<file path="src/rtl/regfile_pkg.sv">
// -----------------------------------------------------------------------------
// regfile_pkg
// Shared constants, types and a helper for the regfile_32x64 slice.
//   DATA_WIDTH : register width in bits (64)
//   ADDR_WIDTH : register index width (5)
//   NUM_REGS   : register count (32)
//   ZERO_REG   : index hardwired to zero (X31 / XZR)
//   GATE_DELAY : per-gate delay in ps used by gate-level netlists of this
//                block (timescale 1ps/1ps). The RTL itself is zero-delay.
// -----------------------------------------------------------------------------
package regfile_pkg;

  localparam int DATA_WIDTH = 64;
  localparam int ADDR_WIDTH = 5;
  localparam int NUM_REGS   = 2 ** ADDR_WIDTH;
  localparam int ZERO_REG   = 31;
  localparam int GATE_DELAY = 50;

  typedef logic [ADDR_WIDTH-1:0] reg_idx_t;
  typedef logic [DATA_WIDTH-1:0] word_t;

  // One 4:1 stage of the read mux tree.
  function automatic word_t mux4(input word_t a, input word_t b,
                                 input word_t c, input word_t d,
                                 input logic [1:0] sel);
    case (sel)
      2'd0:    return a;
      2'd1:    return b;
      2'd2:    return c;
      default: return d;
    endcase
  endfunction

endpackage

</file>
<file path="src/rtl/regfile_32x64_if.sv">
// -----------------------------------------------------------------------------
// regfile_32x64_if
// Write and read bus of the register file.
//   RegWrite      : write enable
//   WriteRegister : destination index
//   WriteData     : value to write
//   ReadRegister1 : read port 1 index
//   ReadRegister2 : read port 2 index
//   ReadData1     : contents of ReadRegister1
//   ReadData2     : contents of ReadRegister2
// Modports: master drives indices/write data, slave (the register file)
// drives read data.
//
// Transfer semantics: there is no valid/ready pair. A write is a single-cycle
// command: it takes effect at the rising clk edge where RegWrite=1 and
// reset=0, and is never back-pressured. Reads are combinational and always
// accepted: ReadDataN follows ReadRegisterN within the same cycle.
// -----------------------------------------------------------------------------
interface regfile_32x64_if
  import regfile_pkg::*;
();

  logic     RegWrite;
  reg_idx_t WriteRegister;
  word_t    WriteData;
  reg_idx_t ReadRegister1;
  reg_idx_t ReadRegister2;
  word_t    ReadData1;
  word_t    ReadData2;

  modport master (
    output RegWrite, WriteRegister, WriteData, ReadRegister1, ReadRegister2,
    input  ReadData1, ReadData2
  );

  modport slave (
    input  RegWrite, WriteRegister, WriteData, ReadRegister1, ReadRegister2,
    output ReadData1, ReadData2
  );

endinterface

</file>
<file path="src/rtl/regfile_32x64_deco5x32.sv">
// -----------------------------------------------------------------------------
// deco5x32
// Enable-gated 5->32 one-hot decoder for the register write enables.
//   en   : decoder enable (RegWrite)
//   addr : register index
//   y    : one-hot load enables, all zero when en=0
// Built as a 2->4 stage on addr[4:3] whose outputs enable four 3->8 stages
// on addr[2:0].
// -----------------------------------------------------------------------------
module deco5x32
  import regfile_pkg::*;
(
  input  logic              en,
  input  reg_idx_t          addr,
  output logic [NUM_REGS-1:0] y
);

  logic [3:0] hi;

  assign hi = en ? (4'b0001 << addr[4:3]) : 4'b0000;

  for (genvar b = 0; b < 4; b++) begin : g_lo
    assign y[8*b +: 8] = hi[b] ? (8'b0000_0001 << addr[2:0]) : 8'b0000_0000;
  end

endmodule

</file>
<file path="src/rtl/regfile_32x64.sv">
// -----------------------------------------------------------------------------
// regfile_32x64
// LEGv8 integer register file: 32 x 64-bit, two combinational read ports,
// one synchronous write port. X31 (XZR) has no storage and reads as zero.
//   clk   : rising-edge clock
//   reset : synchronous, active-high; clears X0..X30, wins over a write
//   bus   : regfile_32x64_if.slave (write command, read indices, read data)
// Optional build macro: REGFILE_BYPASS_EN adds a write-through bypass on each
// read port so a same-cycle write to the addressed register is visible
// before the edge. Without it, reads return stored contents only.
// -----------------------------------------------------------------------------
module regfile_32x64
  import regfile_pkg::*;
(
  input  logic                   clk,
  input  logic                   reset,
  regfile_32x64_if.slave         bus
);

  logic [NUM_REGS-1:0] load_en;
  word_t               regs [NUM_REGS-1];
  word_t               rows [NUM_REGS];
  reg_idx_t            rd_idx [2];
  word_t               rd_data [2];

  // The decoder output for X31 exists but drives nothing: writes there vanish.
  logic zero_reg_unused;

  deco5x32 u_deco (
    .en   (bus.RegWrite),
    .addr (bus.WriteRegister),
    .y    (load_en)
  );

  assign zero_reg_unused = load_en[ZERO_REG];

  // Storage: each writable register is a hold/load mux in front of its flops.
  always_ff @(posedge clk) begin
    if (reset) begin
      for (int i = 0; i < NUM_REGS - 1; i++) begin
        regs[i] <= '0;
      end
    end else begin
      for (int i = 0; i < NUM_REGS - 1; i++) begin
        if (load_en[i]) begin
          regs[i] <= bus.WriteData;
        end
      end
    end
  end

  // Read sources: X31 is a constant zero row.
  for (genvar r = 0; r < NUM_REGS; r++) begin : g_rows
    if (r == ZERO_REG) begin : g_zero
      assign rows[r] = '0;
    end else begin : g_reg
      assign rows[r] = regs[r];
    end
  end

  assign rd_idx[0] = bus.ReadRegister1;
  assign rd_idx[1] = bus.ReadRegister2;

  // Per port: 8 x 4:1 on idx[1:0], 2 x 4:1 on idx[3:2], final 2:1 on idx[4].
  for (genvar p = 0; p < 2; p++) begin : g_port
    word_t s1 [8];
    word_t s2 [2];
    word_t tree_out;

    for (genvar g = 0; g < 8; g++) begin : g_s1
      assign s1[g] = mux4(rows[4*g], rows[4*g+1], rows[4*g+2], rows[4*g+3],
                          rd_idx[p][1:0]);
    end

    for (genvar g = 0; g < 2; g++) begin : g_s2
      assign s2[g] = mux4(s1[4*g], s1[4*g+1], s1[4*g+2], s1[4*g+3],
                          rd_idx[p][3:2]);
    end

    assign tree_out = rd_idx[p][4] ? s2[1] : s2[0];

`ifdef REGFILE_BYPASS_EN
    // Forward a write that will land at the next edge; never for XZR and
    // never while reset is about to clear the file.
    logic hit;
    assign hit = bus.RegWrite && !reset &&
                 (bus.WriteRegister == rd_idx[p]) &&
                 (bus.WriteRegister != reg_idx_t'(ZERO_REG));
    assign rd_data[p] = hit ? bus.WriteData : tree_out;
`else
    assign rd_data[p] = tree_out;
`endif
  end

  assign bus.ReadData1 = rd_data[0];
  assign bus.ReadData2 = rd_data[1];

endmodule

</file>
<file path="src/flat_wrapper.sv">
// flat-port wrapper written by rule: the top's interface ports become plain ports
module regfile_32x64_flat import regfile_pkg::*;
  (clk, reset, bus_RegWrite, bus_WriteRegister, bus_WriteData, bus_ReadRegister1, bus_ReadRegister2, bus_ReadData1, bus_ReadData2);
  regfile_32x64_if bus_i ();
  input  logic clk;
  input  logic reset;
  input wire logic [$bits(bus_i.RegWrite)-1:0] bus_RegWrite;
  input wire logic [$bits(bus_i.WriteRegister)-1:0] bus_WriteRegister;
  input wire logic [$bits(bus_i.WriteData)-1:0] bus_WriteData;
  input wire logic [$bits(bus_i.ReadRegister1)-1:0] bus_ReadRegister1;
  input wire logic [$bits(bus_i.ReadRegister2)-1:0] bus_ReadRegister2;
  output wire logic [$bits(bus_i.ReadData1)-1:0] bus_ReadData1;
  output wire logic [$bits(bus_i.ReadData2)-1:0] bus_ReadData2;
  assign bus_i.RegWrite = bus_RegWrite;
  assign bus_i.WriteRegister = bus_WriteRegister;
  assign bus_i.WriteData = bus_WriteData;
  assign bus_i.ReadRegister1 = bus_ReadRegister1;
  assign bus_i.ReadRegister2 = bus_ReadRegister2;
  assign bus_ReadData1 = bus_i.ReadData1;
  assign bus_ReadData2 = bus_i.ReadData2;
  regfile_32x64 u_core (.clk(clk), .reset(reset), .bus(bus_i));
endmodule
</file>
<file path="config.mk">
export PLATFORM = sky130hd
export DESIGN_NAME = regfile_32x64_flat
export DESIGN_NICKNAME = d
export VERILOG_FILES = /design/src/rtl/regfile_pkg.sv /design/src/rtl/regfile_32x64_if.sv /design/src/rtl/regfile_32x64_deco5x32.sv /design/src/rtl/regfile_32x64.sv /design/src/flat_wrapper.sv
export SDC_FILE = /design/constraint.sdc
export NUM_CORES = 2
export LEC_CHECK = 0
export ABC_AREA = 1
export CORE_MARGIN = 2
export CORE_UTILIZATION = 50
export DETAILED_ROUTE_END_ITERATION = 7
export PLACE_DENSITY_LB_ADDON = 0.15
export SLEW_MARGIN = 20
export SYNTH_ARGS = -nofsm -noshare
export SYNTH_HDL_FRONTEND = slang
export SYNTH_SLANG_ARGS = --single-unit
</file>
<file path="constraint.sdc">
create_clock -name clk -period 7.3 [get_ports clk]
set_input_delay 1.095 -clock clk [delete_from_list [all_inputs] [get_ports clk]]
set_output_delay 1.095 -clock clk [all_outputs]
set_load 0.005 [all_outputs]
</file>
==> impl_metrics.yaml <==
power_and_ir_drop:
  p_leak_uw: 0.0428
  switching_share_pct: 27.7
  p_clk_share_pct: 37.6
  p_per_area_nw_per_um2: 249
  seqPwrFrac_pct: 49.1
  intPower_uw: 20200
  p_comb_share_pct: 13.2
  vdd.ir_drop.worst_v: 0.000253
  p_sw_uw: 7730
sta:
  tightest_slew_ns: 1.27
  period_share_pct: 85.1
  rsz0062_at_grt: "false"
  max_clock_freq_ghz: 0.161
  hold_ws_ns: 0.881
  finalMaxSlewViolations: 0
  hold_viol_final: 0
  setup_tns_ns: 0
  max_slew_margin_pct: 15.2
  finalSetupViolations: 0
  min_period_ns: 6.22
final_layout:
  final_cell_mix: "3121 x nand2_1, 1984 x edfxtp_1, 1779 x nand3_1, 1611 x nor2_1, 896 x a21oi_1"
  drive_above_1_share_pct: 4.86
  area.growth.synth_to_final_pct: 10.4
  final_area_um2: 112000
  top_register: "u_core.regs"
  fin_nets: 11651
  reg_top3: "u_core.regs x1984"
  layout_commonest_cell: "nand2_1"
  largest_reg_flops: 1984
die:
  dieArea_um2: 207000
  fp.dieW_um: 455
  row_count: 165
  start_util_pct: 50.3
  die_y_um: 455
  io_pins: 210
  core_area_um2: 202000
synthesis:
  ys_ff_latch: 1984
  synth.area.top_cells: "edfxtp_1 59%, nand2_1 12%, nand3_1 8.8%, nor2_1 6.0%, a21oi_1 4.4%"
  synth_cells: 11872
  synth_top_area_share_pct: 58.6
  syn-cell-area_um2: 102000
  synth_seq_area_share_pct: 58.6
  syn-num-nets: 11954
  synth_cell_types: 21
  avgSynthCellArea_um2: 8.57
  yosysTopAreaCell: "edfxtp_1"
  ys.warnings.count: 0
status:
  outcome: "finished with violations"
  violations: "DRC"
detailed_routing:
  drc: 58
  vias_per_cell: 6.45
  routedWlPerCell_um: 28.6
  routed-wl-met3_um: 57800
  vias: 93017
  final_antenna_net_count: 0
  wl_met2_um: 180000
  routed_wl_um: 412000
  drtIter0Drc: 16098
  dr.pass1.iters: 8
  dr.max_layer_used: "met5"
  wl_met1_um: 144000
setup_path:
  cp.required_ns: 6.20
  crit_chain: "buf_8 > inv_8 > nor2_4 > buf_4 > nand2_1 > nand3_1 > nand2_1 > nand2_1 > nor2_1 > nor2_1 > clkdlybuf4s50_1"
  crit_type: "in -> out"
  slowest_delay_ns: 0.95
  end_kind: "primary output"
  arrival_ns: 5.12
  cp_common_cell: "nand2_1"
  slowest_stage: "nor2_4"
  worst_setup_path_start_kind: "input port"
  crit_path_max_fanout: 95
clock_tree:
  cts_sinks: 1984
  cts_resized: 0
  cts_buffers: 210
  cts_setup_buffers: 0
  cts_tree: "yes"
  cts.htree.levels: 4
  clk_pin_slew_ns: 0.06
  holdBufCountCts: 0
  clockBufferDepth: 3
  clockRootBuffer: "clkbuf_16"
worst_hold_path:
  min_path_cells: 3
  hold_path.class: "in -> reg"
  min_from: "bus_WriteData[12]"
  hold_end: "u_core.regs[0][588]$_SDFFCE_PN0P_"
grt:
  track_usage_pct: 38.8
  grt_pass1_vias: 88834
  grt_pass1_wl_um: 588000
  grt-ovfl-total: 0
  antenna_found_initial: 12
  grt_max_degree: 202
placed_design:
  place_hpwl_um: 220000
  placed_area_um2: 106000
  place_congestion: 0.874
  port_buffers: 209
run:
  maxCapViolCount: 0
[cells by family after synthesis]
kind of cell,count (synthesis),share of synthesized area [%]
AND/OR/NAND/NOR,6561,26.5
flip-flops,1984,58.6
AO/OA/AOI/OAI,1752,8.62
buffers and inverters,1575,6.34
[power by group through the flow]
stage / registers, uW / clock network, uW / logic (uW)
floorplan: 13900 / 0 / 2000
finish: 13700 / 10500 / 3700
global placement: 13900 / 0 / 3500
CTS: 13700 / 10500 / 3560
detailed placement: 13900 / 0 / 3550
global route: 13800 / 10900 / 3880
[critical path: cells and delay by family]
family,cells,cell delay [ns]
buffers and inverters,4,2.17
AND/OR/NAND/NOR,7,1.65
[synth_stat cells]
library cell,number
buf_1,58
buf_6,2
nand2_1,3149
clkinv_1,65
or2_2,2
nor3_2,1
nor2_8,1
clkbuf_1,525
edfxtp_1,1984
inv_1,567
nor3_1,9
nor2_1,1615
nand3_1,1780
nor2_4,3
a21oi_1,896
buf_2,310
buf_4,34
nor2_2,1
inv_2,13
o21ai_0,856
inv_4,1
[stage by stage]
step,utilization [%],power (uW),worst slack [ns],std cells
6_report,55.6,27900,1.08,14418
5_1_grt,55.6,28600,1.29,14411
4_1_cts,55.5,27700,1.44,14409
3_5_place_dp,52.3,17500,1.44,14028
3_3_place_gp,52.3,17400,1.46,14028
2_1_floorplan,-,15900,0.721,11872
[how the worst max path moves through the flow]
stage	from	end	slack (ns)	depth (start not counted)
2_1_floorplan	bus_RegWrite	u_core.regs[0][576]$_SDFFCE_PN0P_	0.72	4
3_3_place_gp	bus_ReadRegister2[1]	bus_ReadData2[55]	1.46	11
3_5_place_dp	bus_ReadRegister2[1]	bus_ReadData2[55]	1.44	11
4_1_cts	bus_ReadRegister2[1]	bus_ReadData2[55]	1.44	11
5_1_grt	bus_ReadRegister2[1]	bus_ReadData2[55]	1.29	11
6_report	bus_ReadRegister2[1]	bus_ReadData2[55]	1.08	11
[final cells by class]
class                      instances  area (um2)
timing repair buffer             414        4250
fill                           17553       89800
multi-input combinational       8313       36100
antenna                            8        20.0
tap                             2672        3340
sequential                      1984       59600
clock buffer                     264        5520
clock inverter                   117        1000
inverter                         646        2480
[layer usage]
layer | track usage, % | vias to the layer above
li1 | - | 39330
met1 | 49.6 | 44005
met2 | 59.1 | 7937
met3 | 9.30 | 1737
met4 | 25.2 | 8
met5 | 0 | -
(Power assumes the default switching activity.)
